<file path="src/rtl/axi_llc_aw_line_splitter.sv">
// Breaks each AW burst into descriptors that never cross a cache line and
// issues them one per cycle through a single registered output slot.
module axi_llc_aw_line_splitter #(
   parameter int unsigned AddrWidth         = 64,
   parameter int unsigned IdWidth           = 6,
   parameter int unsigned ByteOffsetLength  = 3,
   parameter int unsigned BlockOffsetLength = 3
) (
   input  logic                 clk_i,
   input  logic                 rst_i,
   input  logic [IdWidth-1:0]   aw_id_i,
   input  logic [AddrWidth-1:0] aw_addr_i,
   input  logic [7:0]           aw_len_i,
   input  logic [2:0]           aw_size_i,
   input  logic [1:0]           aw_burst_i,
   input  logic                 aw_valid_i,
   output logic                 aw_ready_o,
   output logic [IdWidth-1:0]   desc_id_o,
   output logic [AddrWidth-1:0] desc_addr_o,
   output logic [7:0]           desc_len_o,
   output logic [2:0]           desc_size_o,
   output logic [1:0]           desc_burst_o,
   output logic [1:0]           desc_resp_o,
   output logic                 desc_last_o,
   output logic                 desc_valid_o,
   input  logic                 desc_ready_i
);

   localparam int unsigned LineW = ByteOffsetLength + BlockOffsetLength;
   localparam logic [LineW:0] LineBytes = (LineW+1)'(1) << LineW;
   localparam logic [1:0] BurstFixed = 2'b00;
   localparam logic [1:0] RespOkay   = 2'b00;
   localparam logic [1:0] RespSlvErr = 2'b10;

   typedef enum logic {IDLE, SPLIT} state_e;

   state_e               state_q;
   logic [AddrWidth-1:0] addr_q;
   logic [8:0]           rem_q;

   logic                 can_load, aw_hs, aw_err;
   logic [AddrWidth-1:0] cur_addr, size_mask, next_addr;
   logic [2:0]           cur_size;
   logic [8:0]           cur_rem, to_end, chunk;
   logic [LineW:0]       off, span;

   // Chunk math is shared: IDLE works on the incoming AW, SPLIT on held state.
   // id/size/burst stay parked in the output register across a burst.
   always_comb begin
      can_load   = !desc_valid_o || desc_ready_i;
      aw_ready_o = (state_q == IDLE) && can_load;
      aw_hs      = aw_valid_i && aw_ready_o;
      aw_err     = aw_burst_i[1] || (aw_size_i > 3'(ByteOffsetLength));

      cur_addr   = (state_q == IDLE) ? aw_addr_i : addr_q;
      cur_size   = (state_q == IDLE) ? aw_size_i : desc_size_o;
      cur_rem    = (state_q == IDLE) ? ({1'b0, aw_len_i} + 9'd1) : rem_q;

      size_mask  = (AddrWidth'(1) << cur_size) - AddrWidth'(1);
      off        = {1'b0, cur_addr[LineW-1:0] & ~size_mask[LineW-1:0]};
      span       = LineBytes - off;
      to_end     = 9'(span >> cur_size);
      chunk      = (cur_rem < to_end) ? cur_rem : to_end;
      next_addr  = (cur_addr & ~size_mask) + (AddrWidth'(chunk) << cur_size);
   end

   always_ff @(posedge clk_i) begin
      if (rst_i) begin
         state_q      <= IDLE;
         addr_q       <= '0;
         rem_q        <= '0;
         desc_id_o    <= '0;
         desc_addr_o  <= '0;
         desc_len_o   <= '0;
         desc_size_o  <= '0;
         desc_burst_o <= '0;
         desc_resp_o  <= '0;
         desc_last_o  <= 1'b0;
         desc_valid_o <= 1'b0;
      end else begin
         if (desc_valid_o && desc_ready_i) desc_valid_o <= 1'b0;
         case (state_q)
            IDLE: begin
               if (aw_hs) begin
                  desc_valid_o <= 1'b1;
                  desc_id_o    <= aw_id_i;
                  desc_addr_o  <= aw_addr_i;
                  desc_size_o  <= aw_size_i;
                  desc_burst_o <= aw_burst_i;
                  if (aw_err || aw_burst_i == BurstFixed) begin
                     desc_len_o  <= aw_len_i;
                     desc_resp_o <= aw_err ? RespSlvErr : RespOkay;
                     desc_last_o <= 1'b1;
                  end else begin
                     desc_len_o  <= 8'(chunk - 9'd1);
                     desc_resp_o <= RespOkay;
                     desc_last_o <= (chunk == cur_rem);
                     if (chunk != cur_rem) begin
                        rem_q   <= cur_rem - chunk;
                        addr_q  <= next_addr;
                        state_q <= SPLIT;
                     end
                  end
               end
            end
            SPLIT: begin
               if (can_load) begin
                  desc_valid_o <= 1'b1;
                  desc_addr_o  <= addr_q;
                  desc_len_o   <= 8'(chunk - 9'd1);
                  desc_last_o  <= (chunk == cur_rem);
                  rem_q        <= cur_rem - chunk;
                  addr_q       <= next_addr;
                  if (chunk == cur_rem) state_q <= IDLE;
               end
            end
            default: state_q <= IDLE;
         endcase
      end
   end

endmodule

</file>
<file path="config.mk">
export PLATFORM = sky130hd
export DESIGN_NAME = axi_llc_aw_line_splitter
export DESIGN_NICKNAME = d
export VERILOG_FILES = /design/src/rtl/axi_llc_aw_line_splitter.sv
export SDC_FILE = /design/constraint.sdc
export NUM_CORES = 1
export LEC_CHECK = 0
export CAP_MARGIN = 20
export CORE_ASPECT_RATIO = 0.5
export CORE_UTILIZATION = 35
export CTS_BUF_LIST = sky130_fd_sc_hd__clkbuf_4 sky130_fd_sc_hd__clkbuf_8
export DETAILED_ROUTE_END_ITERATION = 16
export GPL_TIMING_DRIVEN = 1
export PLACE_DENSITY = 0.57
export SKIP_CTS_REPAIR_TIMING = 1
export SLEW_MARGIN = 20
export SYNTH_ARGS = -nofsm -noshare
export SYNTH_HDL_FRONTEND = slang
export SYNTH_SLANG_ARGS = --single-unit
</file>
<file path="constraint.sdc">
create_clock -name clk_i -period 13.3 [get_ports clk_i]
set_input_delay 1.995 -clock clk_i [delete_from_list [all_inputs] [get_ports clk_i]]
set_output_delay 1.995 -clock clk_i [all_outputs]
set_load 0.02 [all_outputs]
</file>
==> Word level (Yosys, flattened, before mapping) <==
Index checks and enable logic that the tools add are counted.
{ "totals": {"ff_bits": 161, "input_bits": 87, "output_inout_bits": 88} }
{ "op_classes": {"addsub": 6, "order_cmp": 2, "n_eq_ne": 6, "shift": 3, "muxes": 37, "n_bitwise": 5, "n_reduce_logical": 11} }
{ "op_table": {"columns": ["op", "n"], "rows": [
  ["$mux W64", 7],
  ["$pmux W64 S2", 2],
  ["$add A64 B64 Y64", 1],
  ["$and A64 B64 Y64", 1],
  ["$not A64 Y64", 1],
  ["$shl A1 B3 Y64 const A", 1],
  ["$shl A9 B3 Y64", 1],
  ["$sub A64 B2 Y64 const B", 1],
  ["$mux W9", 6],
  ["$mux W8", 3],
  ["$pmux W9 S2", 1],
  ["$pmux W8 S2", 1],
  ["$mux W1", 11],
  ["$add A8 B1 Y9 const B", 1],
  ["$eq A9 B9 Y1", 1],
  ["$lt A9 B9 Y1", 1],
  ["$ne A9 B9 Y1", 1],
  ["$shr A7 B3 Y9", 1],
  ["$sub A9 B9 Y9", 1],
  ["$sub A8 B1 Y8 const B", 1],
  ["$sub A7 B6 Y7 const A", 1],
  ["$and A6 B6 Y6", 1],
  ["$not A6 Y6", 1],
  ["$pmux W1 S2", 3],
  ["other kinds (12)", 20]
]} }

==> Logic depth before layout (Yosys ltp) <==
Gate-level depths: netlist of the first run.
{ "depth": {"word_depth": 15, "ltp_mapped": 36, "ltp_nobuf": 32} }

==> Worst setup path before layout of the first run <==
OpenSTA, ideal clock, no wires.
{ "synth_timing": {"kind": "input-to-reg", "from": "input port aw_size_i[2]", "to": "register addr_q[41]", "arrival_ns": 8.351, "path_slack_ns": 4.822, "cell_stages": 32, "path_buffers": 2, "cell_sequence": "buf_2 > nor4_1 > a22oi_2 > ha_1 > and3_1 > buf_2 > xnor2_1 > o31ai_1 > a311oi_2 > ha_1 > a211oi_1 > nor2_1 > nor3_1 > nor2_1 > nor3_2 > nand2_1 > o21ai_4 > mux2i_4 > mux2i_2 > o21ai_1 > o22ai_1 > ha_1 > o21a_1 > o21ai_0 > o21bai_1 > a211oi_1 > a21boi_0 > nand4_1 > or3_1 > a21o_1 > a211oi_1 > nor2_1"} }
{ "synth_between": {"elab_chain_cells": 15} }
{ "synth_lines": {"columns": ["element", "line_no", "rtl"], "rows": [
  ["start: declaration", "14", "input logic [2:0] aw_size_i,"],
  ["$mux W3", "56", "cur_size = (state_q == IDLE) ? aw_size_i : desc_size_o;"],
  ["$shl A1 B3 Y64", "59", "size_mask = (AddrWidth'(1) << cur_size) - AddrWidth'(1);"],
  ["$sub A64 B2 Y64", "59", null],
  ["$not A6 Y6", "60", "off = {1'b0, cur_addr[LineW-1:0] & ~size_mask[LineW-1:0]};"],
  ["$and A6 B6 Y6", "60", null],
  ["$sub A7 B6 Y7", "61", "span = LineBytes - off;"],
  ["$shr A7 B3 Y9", "62", "to_end = 9'(span >> cur_size);"],
  ["$lt A9 B9 Y1", "63", "chunk = (cur_rem < to_end) ? cur_rem : to_end;"],
  ["$mux W9", "63", null],
  ["$shl A9 B3 Y64", "64", "next_addr = (cur_addr & ~size_mask) + (AddrWidth'(chunk) << cur_size);"],
  ["$add A64 B64 Y64", "64", null],
  ["$mux W64", "98", "if (chunk != cur_rem) begin"],
  ["$mux W64", "90", "if (aw_err || aw_burst_i == BurstFixed) begin"],
  ["$mux W64", "84", "if (aw_hs) begin"],
  ["$pmux W64 S2", "82", "case (state_q)"],
  ["end signal: assignment", "100", "addr_q <= next_addr;"],
  ["end signal: assignment", "113", "addr_q <= next_addr;"],
  ["end: declaration", "38", "logic [AddrWidth-1:0] addr_q;"]
]} }
Parallel ways exist; a longest one is shown, timed or not. The select of a mux whose other input is x is not followed.
A chain may end at the register's enable or synchronous reset.

==> Final worst setup path of the first run <==
{ "layout_timing": {"from": "input port aw_size_i[2]", "to": "register addr_q[40]"} }
The elaborated chain is that of the path after synthesis.

==> out/results.txt, run 1 <==
After detailed routing, the average wire length per cell comes to 18.42 um. The worst setup path is captured at a register. The tools report the buffer levels on the longest clock path as 2. The HPWL after detailed placement is 25010 um. For this run, the leading register cell type out of synthesis is sky130_fd_sc_hd__dfxtp_1.

The met1 wire length came out at 16350 um. TritonCTS built the clock tree. The first global-routing pass estimated 54780 um of wire.

Of the cells placed in the final design, the portion with a size suffix greater than 1 is 7.854%. The overall routed net length is 34420 um, and the measured slew at the worst slew-check pin is 0.8975 ns. The logs give 38.99% for the worst max-slew margin expressed relative to the limit and 1.357 mW for the total power draw.

Summing all placed instances gives a cell area of 12400 um^2. Wire segments on met3 add up to 1697 um in the final route. After detailed routing, the number of remaining DRC violations is 0.

In this run the worst hold path is classified as register to register. The count of endpoints failing hold in the final timing report was 0; the area growth from synthesis to layout was 22.55%. Setup repair after global routing left no endpoint under its margin. The H-tree generated during clock tree synthesis spans 4 levels. Among all cell types in the netlist, the one instantiated most often is sky130_fd_sc_hd__nor2_1. Routability-driven placement finished with a final weighted congestion of 0.9036. The run gives 22.62% as the total global-route track usage. Combinational logic burns 31.1% of the power. The number of global-route vias before repair is 9944.

The largest area contributor in the synthesized netlist was sky130_fd_sc_hd__dfxtp_1. The later pin in the worst-skew pair is clocked with a latency of 0.50 ns. Using the TritonRoute via totals, the vias-per-cell ratio works out to 5.563.

Once placement completed, the tool counted placed cells totaling 1837. After technology mapping, the gate count stands at 1346. Clock skew on the completed layout was measured at 0.01329 ns. Once detail routing completed, the nets flagged for antenna violations numbered 0.

For this design, the slowest cell found on the critical path is sky130_fd_sc_hd__a2111oi_0. The tools report the internal power summed over all cells as 901.7 uW. Counting flops and latches in the post-synthesis netlist gives 160. The die is 246.5 um wide.

Excluding fillers, the count of instances in the completed layout stands at 1868. The tree is rooted in a sky130_fd_sc_hd__clkbuf_8. The area share of the leading cell type in the synthesized netlist is 30.62%.

STA puts the critical path data arrival time at 10.21 ns. Input and output buffers added on the ports amount to 173. The final-report setup violation count is 0. The worst path in the final design needs a cycle of 9.843 ns, including I/O delays and setup. The count of pins over their slew limit was 0.

For this run, the slowest stage of the critical path takes 0.66 ns. Counting distinct cell types in the post-synthesis netlist gives 97. The sequential element share of the synthesized area is 30.62%.

The sequential cells in the finished layout cover a total of 3207 um^2. The first TritonRoute pass finished after 5 iterations. In this run switching power makes up 33.54% of total power. Pin placement for this block handled 175 I/O pins. The critical path in this run is classified as primary input to register. The tools report the number of antenna violations at the first check in global routing as 0. The die covers 30620 um^2. For this design the total switching power over the nets is 455.1 uW. The worst path uses 74.00% of the clock period.

The flow ran to the end, and the final reports show no timing, DRC or antenna violations. Max-cap violations in this run came to 0. The post-route standard cell area excluding fillers is 12820 um^2, and the clock transition at the registers of the reported paths is 0.08 ns. 0 antenna diodes ended up in the layout. The ratio of total power to cell area came out at 105.8 nW/um^2. For this run, the top clock speed supported by timing is 0.1016 GHz.

The run gives 0 as the overflow left after global routing. The synthesized netlist occupies a cell area of 10460 um^2. IR analysis of the VDD net gives a maximum drop of 0.04525 mV. In the synthesized netlist, the cells that appear most often are sky130_fd_sc_hd__nor2_1, sky130_fd_sc_hd__nand2_1, sky130_fd_sc_hd__dfxtp_1, sky130_fd_sc_hd__a21oi_1, sky130_fd_sc_hd__a211oi_1. Required time of the worst setup path: 13.66 ns. For the total number of yosys warnings, the log shows 0. The run gives 4.479 nW as the standby leakage power. Per report_power, the sequential group accounts for 39.2% of the total. Summed negative setup slack over all endpoints: 0 ns.

The async set or reset register ratio after synthesis came out at 0%. For the number of standard-cell rows in the floorplan, the log shows 44. For this configuration, the core starts out at a cell density of 35.85%. After the last flow step, the layout net total stands at 1587. The number of enable-type register cells in the synthesized netlist came out at 0. Entering global routing, the biggest net connects 161 pins. Of all nets on the critical path, the largest fanout is 10. Yosys attributes the largest share of cell area to sky130_fd_sc_hd__dfxtp_1, sky130_fd_sc_hd__nor2_1, sky130_fd_sc_hd__nand2_1. Total clock sinks: 160.

The number of buffers added by the clock tree synthesis step is 17. Initial DRC count: 733. The die is 124.2 um tall.

Detailed routing placed a total of 15710 um of wire on met2. The uppermost layer routed was met4. The clock network burns 29.7% of the power.

The kind of start point of the critical path is a primary input. In this run the standard cell core region covers 29180 um^2. The area of the multi-input gates was 6779 um^2. The count of filler cells inserted in the layout was 2945. The final route contains 10390 vias. Averaged over all synthesized cells, the footprint is 7.771 um^2.
## stage by stage
| stage | hold WS (ns) | utilization, % | setup WS [ns] |
|---|---|---|---|
| final | 0.4535 | 43.93 | 3.457 |
| after global routing | 0.4727 | 43.93 | 2.801 |
| after CTS | 0.4575 | 43.93 | 3.631 |
| after detailed placement | 0.4448 | 42.49 | 3.081 |
| after global placement | 0.4390 | 42.49 | 3.257 |
| after floorplan | 0.4284 | - | 4.822 |
## registers in the layout, indices dropped and copies added, names as in the netlist, 2 cells and up
register / flops
rem_q: 9
desc_burst_o: 2
desc_len_o: 8
desc_id_o: 6
addr_q: 64
desc_size_o: 3
desc_addr_o: 64
## power groups by stage
stage	Sequential [mW]	Combinational, mW	Clock [mW]
3_5_place_dp	0.543	0.420	0
2_1_floorplan	0.564	0.246	0
3_3_place_gp	0.541	0.418	0
4_1_cts	0.532	0.421	0.414
6_report	0.531	0.422	0.403
5_1_grt	0.536	0.459	0.435
## path summary, 6_finish.rpt
kind | depth (start not counted) | start | slack [ns] | end
setup / recovery | 30 | aw_size_i[2] | 3.46 | addr_q[40]$_SDFFE_PP0P_
hold / removal | 2 | addr_q[14]$_SDFFE_PP0P_ | 0.45 | addr_q[14]$_SDFFE_PP0P_
setup reg to reg | 29 | state_q$_SDFF_PP0_ | 5.04 | addr_q[40]$_SDFFE_PP0P_
hold reg to reg | 2 | addr_q[14]$_SDFFE_PP0P_ | 0.45 | addr_q[14]$_SDFFE_PP0P_
## placed cells by master (no fill, tap or decap), types with 8 or more instances in the layout
cell,Yosys,routed
sky130_fd_sc_hd__xnor2_1,25,25
sky130_fd_sc_hd__a211oi_1,74,74
sky130_fd_sc_hd__clkdlybuf4s50_1,0,172
sky130_fd_sc_hd__o211ai_1,12,12
sky130_fd_sc_hd__xor2_1,17,17
sky130_fd_sc_hd__o21ai_0,54,53
sky130_fd_sc_hd__a21oi_1,116,116
sky130_fd_sc_hd__mux2_2,10,10
sky130_fd_sc_hd__buf_4,5,13
sky130_fd_sc_hd__nand3b_1,9,9
sky130_fd_sc_hd__nor2_1,170,169
sky130_fd_sc_hd__ha_1,33,33
sky130_fd_sc_hd__a21o_1,21,21
sky130_fd_sc_hd__or3_1,9,9
sky130_fd_sc_hd__a31oi_1,30,30
sky130_fd_sc_hd__nand4_1,8,8
sky130_fd_sc_hd__inv_1,19,19
sky130_fd_sc_hd__a32o_1,9,9
sky130_fd_sc_hd__clkbuf_8,0,17
sky130_fd_sc_hd__nor3_1,24,24
sky130_fd_sc_hd__a41oi_1,9,9
sky130_fd_sc_hd__and3_1,10,10
sky130_fd_sc_hd__dfxtp_1,160,159
sky130_fd_sc_hd__a32oi_1,11,11
sky130_fd_sc_hd__mux2i_1,28,28
sky130_fd_sc_hd__nor2b_1,48,48
sky130_fd_sc_hd__nand2_1,161,161
sky130_fd_sc_hd__nand3_1,50,50
## layout make-up
cell class                      count  area share, %
Multi-Input combinational cell   1078          52.88
Sequential cell                   160          25.02
Timing Repair Buffer              186          14.35
Tap cell                          391          3.817
Clock buffer                       24          2.235
Clock inverter                      7          1.054
Inverter                           22         0.6442
## logic make-up after synthesis
| family | after synthesis | share of synthesized area (%) |
|---|---|---|
| fa+ha+maj | 35 | 4.330 |
| other cells | 1 | 0.03585 |
| mux | 48 | 5.203 |
| compound gates | 405 | 26.11 |
| xor+xnor | 42 | 3.517 |
| flops | 160 | 30.62 |
| buf+inv | 110 | 4.856 |
| simple gates | 545 | 25.32 |
## routing by layer
metal | GRT usage, % | up-vias
met1 | 31.18 | 4979
met3 | 4.217 | 43
met5 | 0 | -
li1 | - | 5114
met2 | 35.51 | 255
met4 | 6.935 | 0
## critical path: cells and delay by family
kind	cells	cell delay, ns
compound gates	13	3.75
xor+xnor	1	0.27
fa+ha+maj	3	0.89
buf+inv	2	0.71
mux	1	0.45
simple gates	10	2.13
Note: power is estimated with default switching activity, not from simulation.
==> run 2, diff against run 1 <==
==> constraint.sdc (replaced) <==
create_clock -name clk_i -period 9.9 [get_ports clk_i]
set_input_delay 1.485 -clock clk_i [delete_from_list [all_inputs] [get_ports clk_i]]
set_output_delay 1.485 -clock clk_i [all_outputs]
set_load 0.02 [all_outputs]
==> out/results.txt, run 2 (synthesis gave the netlist of run 1 again) <==
The total global-route track usage was 22.27% (-0.35 points); the final design utilization was 44.06% (+0.13 points). The worst setup path is launched from a primary input. The worst max-slew margin expressed relative to the limit was 29.23% (-9.8 points); the ratio of final minimum period to clock period was 91.21%. The tools report the maximum level of the CTS H-tree as 4 (unchanged). The measured slew at the worst slew-check pin came out at 1.062 ns (+0.1641 ns). The cell count of the worst hold path is 2 (unchanged). Die area: 30620 um^2 (unchanged). The buffer levels on the longest clock path came out at 2 (unchanged). The peak clock frequency supported by timing was 0.1108 GHz.

The category of cells accounting for the largest share of critical-path delay is compound AO/OA/AOI/OAI gates. The I/O pin count came out at 175 (unchanged). The standby leakage power is 4.497 nW (+0.40%).

The wire length of the first global-routing pass is 54100 um (-1.2%). The slowest stage of the critical path belongs to the cell sky130_fd_sc_hd__clkdlybuf4s50_1. In the layout the commonest cells are sky130_fd_sc_hd__clkdlybuf4s50_1, sky130_fd_sc_hd__nor2_1, sky130_fd_sc_hd__nand2_1. The number of buffer cells added on primary ports was 173 (unchanged). The number of nets in the final layout is 1595 (+0.50%). TritonCTS built the clock tree. The ratio of cells with drive above 1 in the final layout is 8.412% (+0.56 points), and the count of vias placed by the detailed router is 10450 (+0.53%).

The clock transition at the registers of the reported paths works out to 0.09 ns (about the same). The ratio of total power to cell area was 139.7 nW/um^2 (+32%); the core region area was 29180 um^2 (unchanged). The logs give 0 (unchanged) for the DRC violation count after routing and 10.26 ns (-3.40 ns) for the required time of the worst setup path. Endpoint kind of the worst setup timing path: a register. Number of cells traversed by the worst register-to-register path: 32 (+10%).

The tools report the overall routed net length as 34030 um (-1.1%). The count of filler cells inserted in the layout came out at 2919 (-0.88%). The worst hold slack across all endpoints was 0.4527 ns (-0.0007490 ns); the post-placement cell area was 12440 um^2 (+0.38%). For the count of pins over their slew limit, the log shows 0 (unchanged). For the effective utilization at floorplan, the log shows 35.85% (unchanged).

For the clock latency at the later pin of the worst-skew pair, the log shows 0.49 ns (about the same). The combined buffer and inverter count along the critical path works out to 3 (+1). The routed wire length per instance was 18.13 um (-1.6%).

For the overflow left after global routing, the log shows 0 (unchanged). The logs give 0.1086 mV (+140%) for the worst supply voltage drop on vdd and 0.01480 ns (+0.001511 ns) for the worst-case clock skew. The flow ran to the end, and the final reports show no timing, DRC or antenna violations.

The count of endpoints failing hold in the final timing report came out at 0 (unchanged). The height of the die is 124.2 um (unchanged). The root buffer cell chosen for the clock tree is sky130_fd_sc_hd__clkbuf_8.

The logs give 0 (unchanged) for the antenna cell count and 24860 um (-0.59%) for the half-perimeter wire length of the detailed placement result. The pin count of the biggest net entering global routing was 93 (-42%). The logs give 0.9048 (+0.13%) for the weighted congestion at the end of routability-driven global placement and 0 (unchanged) for the post-detailed-route count of antenna-violating nets. The per-cell via count in the routed design is 5.565 (about the same). The path class of the tightest hold or removal check is register to register. The run gives 12860 um^2 (+0.29%) as the post-route standard cell area excluding fillers.

The setup path with the least slack is of type primary input to register. The number of buffers added by the clock tree synthesis step is 17 (unchanged). The delay of the slowest cell on the worst path works out to 0.64 ns (-0.02 ns). The area growth from synthesis to layout is 22.91%. The run gives 44 (unchanged) as the number of standard-cell rows in the floorplan.

The number of optimization iterations in the first detailed-route pass came out at 6 (+1). Minimum period implied by the final worst setup slack: 9.029 ns. The tools report the summed negative setup slack over all endpoints as 0 ns (unchanged). The library cell used most frequently in the layout, excluding fill and tap cells, is sky130_fd_sc_hd__clkdlybuf4s50_1.

The number of antenna violations at the first check in global routing is 0 (unchanged), and the endpoint arrival time on the critical path is 9.39 ns (-0.82 ns). For the total clock sinks, the log shows 160 (unchanged). Highest fanout seen on the critical path: 10 (unchanged). For the final-report setup violation count, the log shows 0 (unchanged). The largest registers in the layout are addr_q: 64 flops, desc_addr_o: 64 flops, rem_q: 9 flops. The horizontal die dimension was 246.5 um (unchanged); the initial DRC count was 792 (+8.0%). The depth of the critical timing path with buffers and inverters included was 33 (+10%); the number of global-route vias before repair was 9938 (-0.060%).

The number of max-capacitance violations reported came out at 0 (unchanged). Setup repair after global routing left no endpoint under its margin.
run 2: cell types whose count changed in the layout (fill, tap and decap cells not counted), sizes merged:
cell,previous run,this run
buf,14,22
clkbuf,24,22
clkinvlp,0,3
clkinv,3,5
bufinv,4,2
run 2: per-stage QoR:
step                      power [mW]  instances  worst slack [ns]
after detailed placement       1.293       1845            0.2829
after floorplan                1.088       1348             1.932
after global placement         1.291       1845            0.5959
after global routing           1.893       1877            0.1160
after CTS                      1.810       1877            0.8147
final                          1.796       1877            0.8707
run 2: worst paths after layout:
kind	start	end	slack (ns)
worst min register to register	addr_q[14]$_SDFFE_PP0P_	addr_q[14]$_SDFFE_PP0P_	0.45
worst max-delay path	aw_size_i[2]	addr_q[41]$_SDFFE_PP0P_	0.87
worst max register to register	state_q$_SDFF_PP0_	addr_q[41]$_SDFFE_PP0P_	1.80
worst min-delay path	addr_q[14]$_SDFFE_PP0P_	addr_q[14]$_SDFFE_PP0P_	0.45
run 2: routing by layer:
layer | share of wire (%) | GRT usage, % | vias up
met3 | 4.2 | 2.790 | 39
met1 | 47 | 30.67 | 4995
met5 | 0 | 0 | -
li1 | - | - | 5147
met2 | 47 | 35.94 | 265
met4 | 1.8 | 7.081 | 0
run 2: final cells by class:
| class | instances | area [um^2] | share of cell area [%] |
|---|---|---|---|
| clock buffers | 22 | 302.8 | 2.355 |
| clock inverters | 10 | 107.6 | 0.8370 |
| inverters | 22 | 82.58 | 0.6423 |
| multi-input cells | 1078 | 6780 | 52.74 |
| flip-flops and latches | 160 | 3207 | 24.94 |
| well taps | 391 | 489.2 | 3.805 |
| repair buffers | 194 | 1887 | 14.68 |
run 2: worst register-to-register path: cells and delay by family, from the launching register on:
| family | cells | cell delay (ns) |
|---|---|---|
| simple gates | 10 | 2.19 |
| fa+ha+maj | 3 | 0.96 |
| xor+xnor | 1 | 0.26 |
| buf+inv | 2 | 0.38 |
| compound gates | 14 | 2.80 |
| mux | 2 | 0.55 |
| flops | 1 | 0.83 |
run 2: power breakdown:
part | leakage, nW | switching, mW | internal (mW)
Clock | 0.206 | 0.259 | 0.255
Combinational | 2.98 | 0.330 | 0.238
Sequential | 1.31 | 0.0292 | 0.685
Total | 4.50 | 0.618 | 1.18
